**src/rtl/count_mon.sv**
```systemverilog
// Monitor for the 8-bit up/down counter: wrap pulses, a saturating wrap tally,
// and a debounced out-of-window alarm with acknowledge.
module count_mon #(
    parameter int HOLD = 4
) (
    input  logic       clk,
    input  logic       clr,
    input  logic [0:7] count_in,
    input  logic       ld_in,
    input  logic       mode_in,
    input  logic       en,
    input  logic       cfg_wr,
    input  logic [0:7] cfg_lo,
    input  logic [0:7] cfg_hi,
    input  logic       ack,
    input  logic       wrap_clr,
    output logic       ovf,
    output logic       unf,
    output logic [0:7] wrap_cnt,
    output logic       alarm,
    output logic       cfg_err,
    output logic [0:1] state
);

    typedef enum logic [1:0] {
        S_IDLE  = 2'b00,
        S_ARMED = 2'b01,
        S_PEND  = 2'b10,
        S_ALARM = 2'b11
    } state_t;

    localparam logic [3:0] HOLD_W = 4'(HOLD);

    logic [0:7] prev_q;
    logic [2:0] ctl_q;          // {ld, clr, mode} as seen in the previous cycle
    logic       ovf_q, ovf_d;
    logic       unf_q, unf_d;
    logic [0:7] wrap_q, wrap_d;
    logic [0:7] lo_q, lo_d;
    logic [0:7] hi_q, hi_d;
    logic       cfg_err_q, cfg_err_d;
    logic       alarm_q, alarm_d;
    state_t     state_q, state_d;
    logic [3:0] run_q, run_d;
    logic       wrap_ev;
    logic       oow;

    // A load or clear in the previous cycle means the count did not step, so no wrap.
    always_comb begin
        ovf_d   = 1'b0;
        unf_d   = 1'b0;
        if (!ctl_q[2] && !ctl_q[1]) begin
            ovf_d = ctl_q[0] && (prev_q == 8'hFF) && (count_in == 8'h00);
            unf_d = !ctl_q[0] && (prev_q == 8'h00) && (count_in == 8'hFF);
        end
        wrap_ev = ovf_d | unf_d;
    end

    always_comb begin
        wrap_d = wrap_q;
        if (wrap_clr) begin
            wrap_d = {7'd0, wrap_ev};
        end else if (wrap_ev && (wrap_q != 8'hFF)) begin
            wrap_d = wrap_q + 8'd1;
        end
    end

    always_comb begin
        lo_d      = cfg_wr ? cfg_lo : lo_q;
        hi_d      = cfg_wr ? cfg_hi : hi_q;
        cfg_err_d = (lo_d > hi_d);
        oow       = (count_in < lo_q) || (count_in > hi_q);
    end

    always_comb begin
        state_d = state_q;
        run_d   = run_q;
        if (!en || cfg_err_q) begin
            state_d = S_IDLE;
            run_d   = 4'd0;
        end else if (cfg_wr && (state_q != S_IDLE)) begin
            state_d = S_ARMED;
            run_d   = 4'd0;
        end else begin
            case (state_q)
                S_IDLE: begin
                    state_d = S_ARMED;
                end
                S_ARMED: begin
                    if (oow) begin
                        run_d   = 4'd1;
                        state_d = (HOLD_W == 4'd1) ? S_ALARM : S_PEND;
                    end
                end
                S_PEND: begin
                    if (oow) begin
                        run_d = run_q + 4'd1;
                        if (run_q + 4'd1 == HOLD_W) begin
                            state_d = S_ALARM;
                        end
                    end else begin
                        state_d = S_ARMED;
                        run_d   = 4'd0;
                    end
                end
                S_ALARM: begin
                    if (ack && !oow) begin
                        state_d = S_ARMED;
                        run_d   = 4'd0;
                    end
                end
                default: begin
                    state_d = S_IDLE;
                    run_d   = 4'd0;
                end
            endcase
        end
        alarm_d = (state_d == S_ALARM);
    end

    // Sample history is captured every edge, including the clear edge itself.
    always_ff @(posedge clk) begin
        prev_q <= count_in;
        ctl_q  <= {ld_in, clr, mode_in};
    end

    always_ff @(posedge clk) begin
        if (clr) begin
            ovf_q     <= 1'b0;
            unf_q     <= 1'b0;
            wrap_q    <= 8'h00;
            lo_q      <= 8'h00;
            hi_q      <= 8'hFF;
            cfg_err_q <= 1'b0;
            alarm_q   <= 1'b0;
            state_q   <= S_IDLE;
            run_q     <= 4'd0;
        end else begin
            ovf_q     <= ovf_d;
            unf_q     <= unf_d;
            wrap_q    <= wrap_d;
            lo_q      <= lo_d;
            hi_q      <= hi_d;
            cfg_err_q <= cfg_err_d;
            alarm_q   <= alarm_d;
            state_q   <= state_d;
            run_q     <= run_d;
        end
    end

    assign ovf      = ovf_q;
    assign unf      = unf_q;
    assign wrap_cnt = wrap_q;
    assign alarm    = alarm_q;
    assign cfg_err  = cfg_err_q;
    assign state    = state_q;

endmodule

```
**config.mk**
```make
export PLATFORM = sky130hd
export DESIGN_NAME = count_mon
export DESIGN_NICKNAME = d
export VERILOG_FILES = /design/src/rtl/count_mon.sv
export SDC_FILE = /design/constraint.sdc
export NUM_CORES = 1
export LEC_CHECK = 0
export CAP_MARGIN = 30
export CORE_MARGIN = 3
export CORE_UTILIZATION = 52
export DETAILED_ROUTE_END_ITERATION = 16
export PLACE_DENSITY = 0.8
export SYNTH_ARGS = -nofsm -noshare
export SYNTH_HDL_FRONTEND = slang
export SYNTH_SLANG_ARGS = --single-unit
```
**constraint.sdc**
```tcl
create_clock -name clk -period 2.8 [get_ports clk]
set_input_delay 0.7 -clock clk [delete_from_list [all_inputs] [get_ports clk]]
set_output_delay 0.7 -clock clk [all_outputs]
set_load 0.02 [all_outputs]
```
==> qor.csv <==
metric;value;unit
Syn-to-layout area delta;28.52;%
crit path DAT;2800;ps
Pins Over Slew Limit;0;
CTS Root Cell;clkbuf_8;
die width;73.81;µm
synth unique cells;44;
total gr overflow;0;
CTS HTree Levels;2;
Worst setup EP type;flip-flop;
CTS Hold Bufs;0;
placed inst area;0.002972;mm²
post-synthesis mux area share;0.05128;
fmax;387.7;MHz
Routed WL;5005;µm
placed cells;370;
core area;0.004384;mm²
Cell Pwr Density;437.5;mW/mm²
via count;2077;
Compound-Gate Fraction of Synth Area;0.1470;
critical path class;in2reg;
share of post-route cells with drive strength above 1;0.09202;
Layout Cells excl Fill;378;
Post-CTS Resized;0;
# clock sinks;45;
IO Count;46;
xor and xnor area share after synthesis;0.003663;
Post-Synth Simple-Gate Area;0.2397;
initial antenna violation count;0;
Clk Latency, worst-skew pair;290;ps
max layer used;met4;
Yosys warnings;0;
VDD IR max;403.0;µV
startpoint types;primary input;
status;complete, no violations;
RSZ-0062 raised after global routing;false;
Setup Skew;6.144;ps
Worst Hold Class;reg2reg;
Post-CTS Setup Inserts;0;
global-route wire length before repair;8335;µm
Initial DRC Count;107;
post-synthesis sequential area ratio;0.3768;
Mean Syn Cell Area;8.856;µm²
vias in the first global route;1931;
Initial Util;0.5454;
CTS tree;done;
FP Rows;24;
Die Span Y;73.81;µm
total of max-cap violations;0;
Syn Nets;328;
#FFs+latches synth;45;
worst hold slack;513.5;ps
GP Congestion;0.8763;
final setup vio count;0;
slew margin rel.;0.7386;
fin crit period;2579;ps
Fillers;349;
crit-path max FO;12;
DP HPWL;3907;µm
Adder-Cell Fraction of Synth Area;0.1361;
Port Buffer Count;45;
Hold Vio Cnt, Final;0;
largest net degree at the start of global routing;27;
wire length on met1;2197;µm
Die ar.;0.005448;mm²
# DRC;0;
All-Layer GR Usage;0.1953;
mapped cell area;0.002391;mm²
Antenna diodes;0;
Antenna Nets Post-Route;0;
nets@finish;383;
Reg area;900.9;µm²
CTS buffer count;5;
CP required;3020;ps
DRT Pass-1 Iters;4;
met2 routed WL;2540;µm
via density per instance;5.495;
Finished Cell Area;0.003073;mm²
Tcrit/Tclk final;0.9211;
Slew @ Worst Pin;392.1;ps
WL met3;198;µm
setup TNS;0;ps
Worst-path clk slew;80;ps
largest family of logic cells by synthesized area;simple AND/OR/NAND/NOR gates;
Syn Inst Count;270;
clock buffer depth;2;
Leakage;1.303;nW
Util after Layout;0.7009;
WL/cell;13.24;µm
area taken by multi-input logic gates;0.001381;mm²
-- Yosys cell counts, drive strengths merged --
cell type	n	area share
ha	26	0.14
a21boi	1	0.0031
or2	2	0.0052
a211oi	6	0.019
inv	17	0.027
xor2	1	0.0037
nand2b	9	0.024
nor4	4	0.017
or3	7	0.018
o22ai	1	0.0026
o21ai	27	0.058
o21a	1	0.0031
mux2i	10	0.042
or4	2	0.0079
buf	1	0.0047
nor3b	2	0.0063
nand4	5	0.013
or3b	1	0.0037
mux2	2	0.0094
and3b	1	0.0037
nor2b	11	0.029
a21o	3	0.0094
a31oi	1	0.0026
nor2	10	0.016
nand3	10	0.021
nor3	5	0.010
dfxtp	45	0.38
clkbuf	9	0.014
and2	2	0.0052
nand2	15	0.024
nor4b	1	0.0037
and2b	1	0.0031
a311oi	1	0.0037
and3	3	0.0079
and4b	1	0.0042
nand4bb	1	0.0047
a21oi	20	0.042
nand3b	3	0.0094
and4	1	0.0037
o31a	1	0.0037
-- power by group --
part | switching, mW | total [mW] | internal [mW]
sequential | 0.0165 | 0.682 | 0.665
clock | 0.213 | 0.436 | 0.223
combinational | 0.106 | 0.227 | 0.121
-- worst max-delay path: stages --
cell and delay (ps):
clkdlybuf4s50_1 490, inv_2 40, or4_4 540, nor4_4 330, o21ai_2 190, or3_1 370, a21oi_1 140
-- flip-flops by register name, summed over array words and instances (netlist names) --
| register | cells |
|---|---|
| ctl_q | 3 |
| prev_q | 8 |
| hi_q | 8 |
| run_q | 4 |
| unf | 1 |
| lo_q | 8 |
| alarm | 1 |
| wrap_cnt | 8 |
| state | 2 |
| ovf | 1 |
| cfg_err | 1 |
-- per-stage QoR --
stage | total power [mW] | setup slack [ps]
floorplan | 0.8188 | 236.3
global placement | 0.9167 | -12.26
detailed placement | 0.9238 | -71.34
CTS | 1.360 | 214.3
global route | 1.414 | 65.20
finish | 1.344 | 221.0
-- worst paths after layout --
kind,startpoint,end,slack (ps),depth (start not counted)
hold reg to reg,wrap_cnt[1],wrap_cnt[1],510,2
setup / recovery,count_in[7],wrap_cnt[1],220,7
setup reg to reg,prev_q[3],wrap_cnt[1],880,5
hold / removal,wrap_cnt[1],wrap_cnt[1],510,2
-- per-layer routing --
metal  up-vias  track usage
li1       1074            -
met1       952       0.2415
met2        45       0.3268
met3         6      0.04651
met4         0      0.07243
met5         -            0
-- final cells by class --
| cell class | instances | area share |
|---|---|---|
| sequential | 45 | 0.2932 |
| tap | 52 | 0.02117 |
| timing repair buffer | 58 | 0.1824 |
| clock buffer | 7 | 0.03135 |
| inverter | 17 | 0.02077 |
| clock inverter | 1 | 0.001629 |
| multi-input combinational | 198 | 0.4495 |
-- logic make-up (layout without fill, tap and decap cells) --
group | count (synthesis) | in the layout
and+or+nand+nor | 97 | 97
DFF | 45 | 45
muxes | 12 | 12
adders and majority gates | 26 | 26
xor gates and xnor gates | 1 | 1
AOI/OAI and AO/OA | 62 | 62
buffers and inverters | 27 | 83
-- cells in the final DEF (no fill, tap or decap), types with 5 or more instances in the layout --
cell,count
dfxtp_1,45
clkdlybuf4s50_1,45
o21ai_0,26
ha_1,26
a21oi_1,20
inv_1,16
nand2_1,15
buf_4,12
nor2b_1,11
mux2i_1,10
nand3_1,10
nor2_1,10
nand2b_1,9
or3_1,7
clkbuf_8,7
a211oi_1,6
nand4_1,5
nor3_1,5
Power figures use the tool's default switching activity.
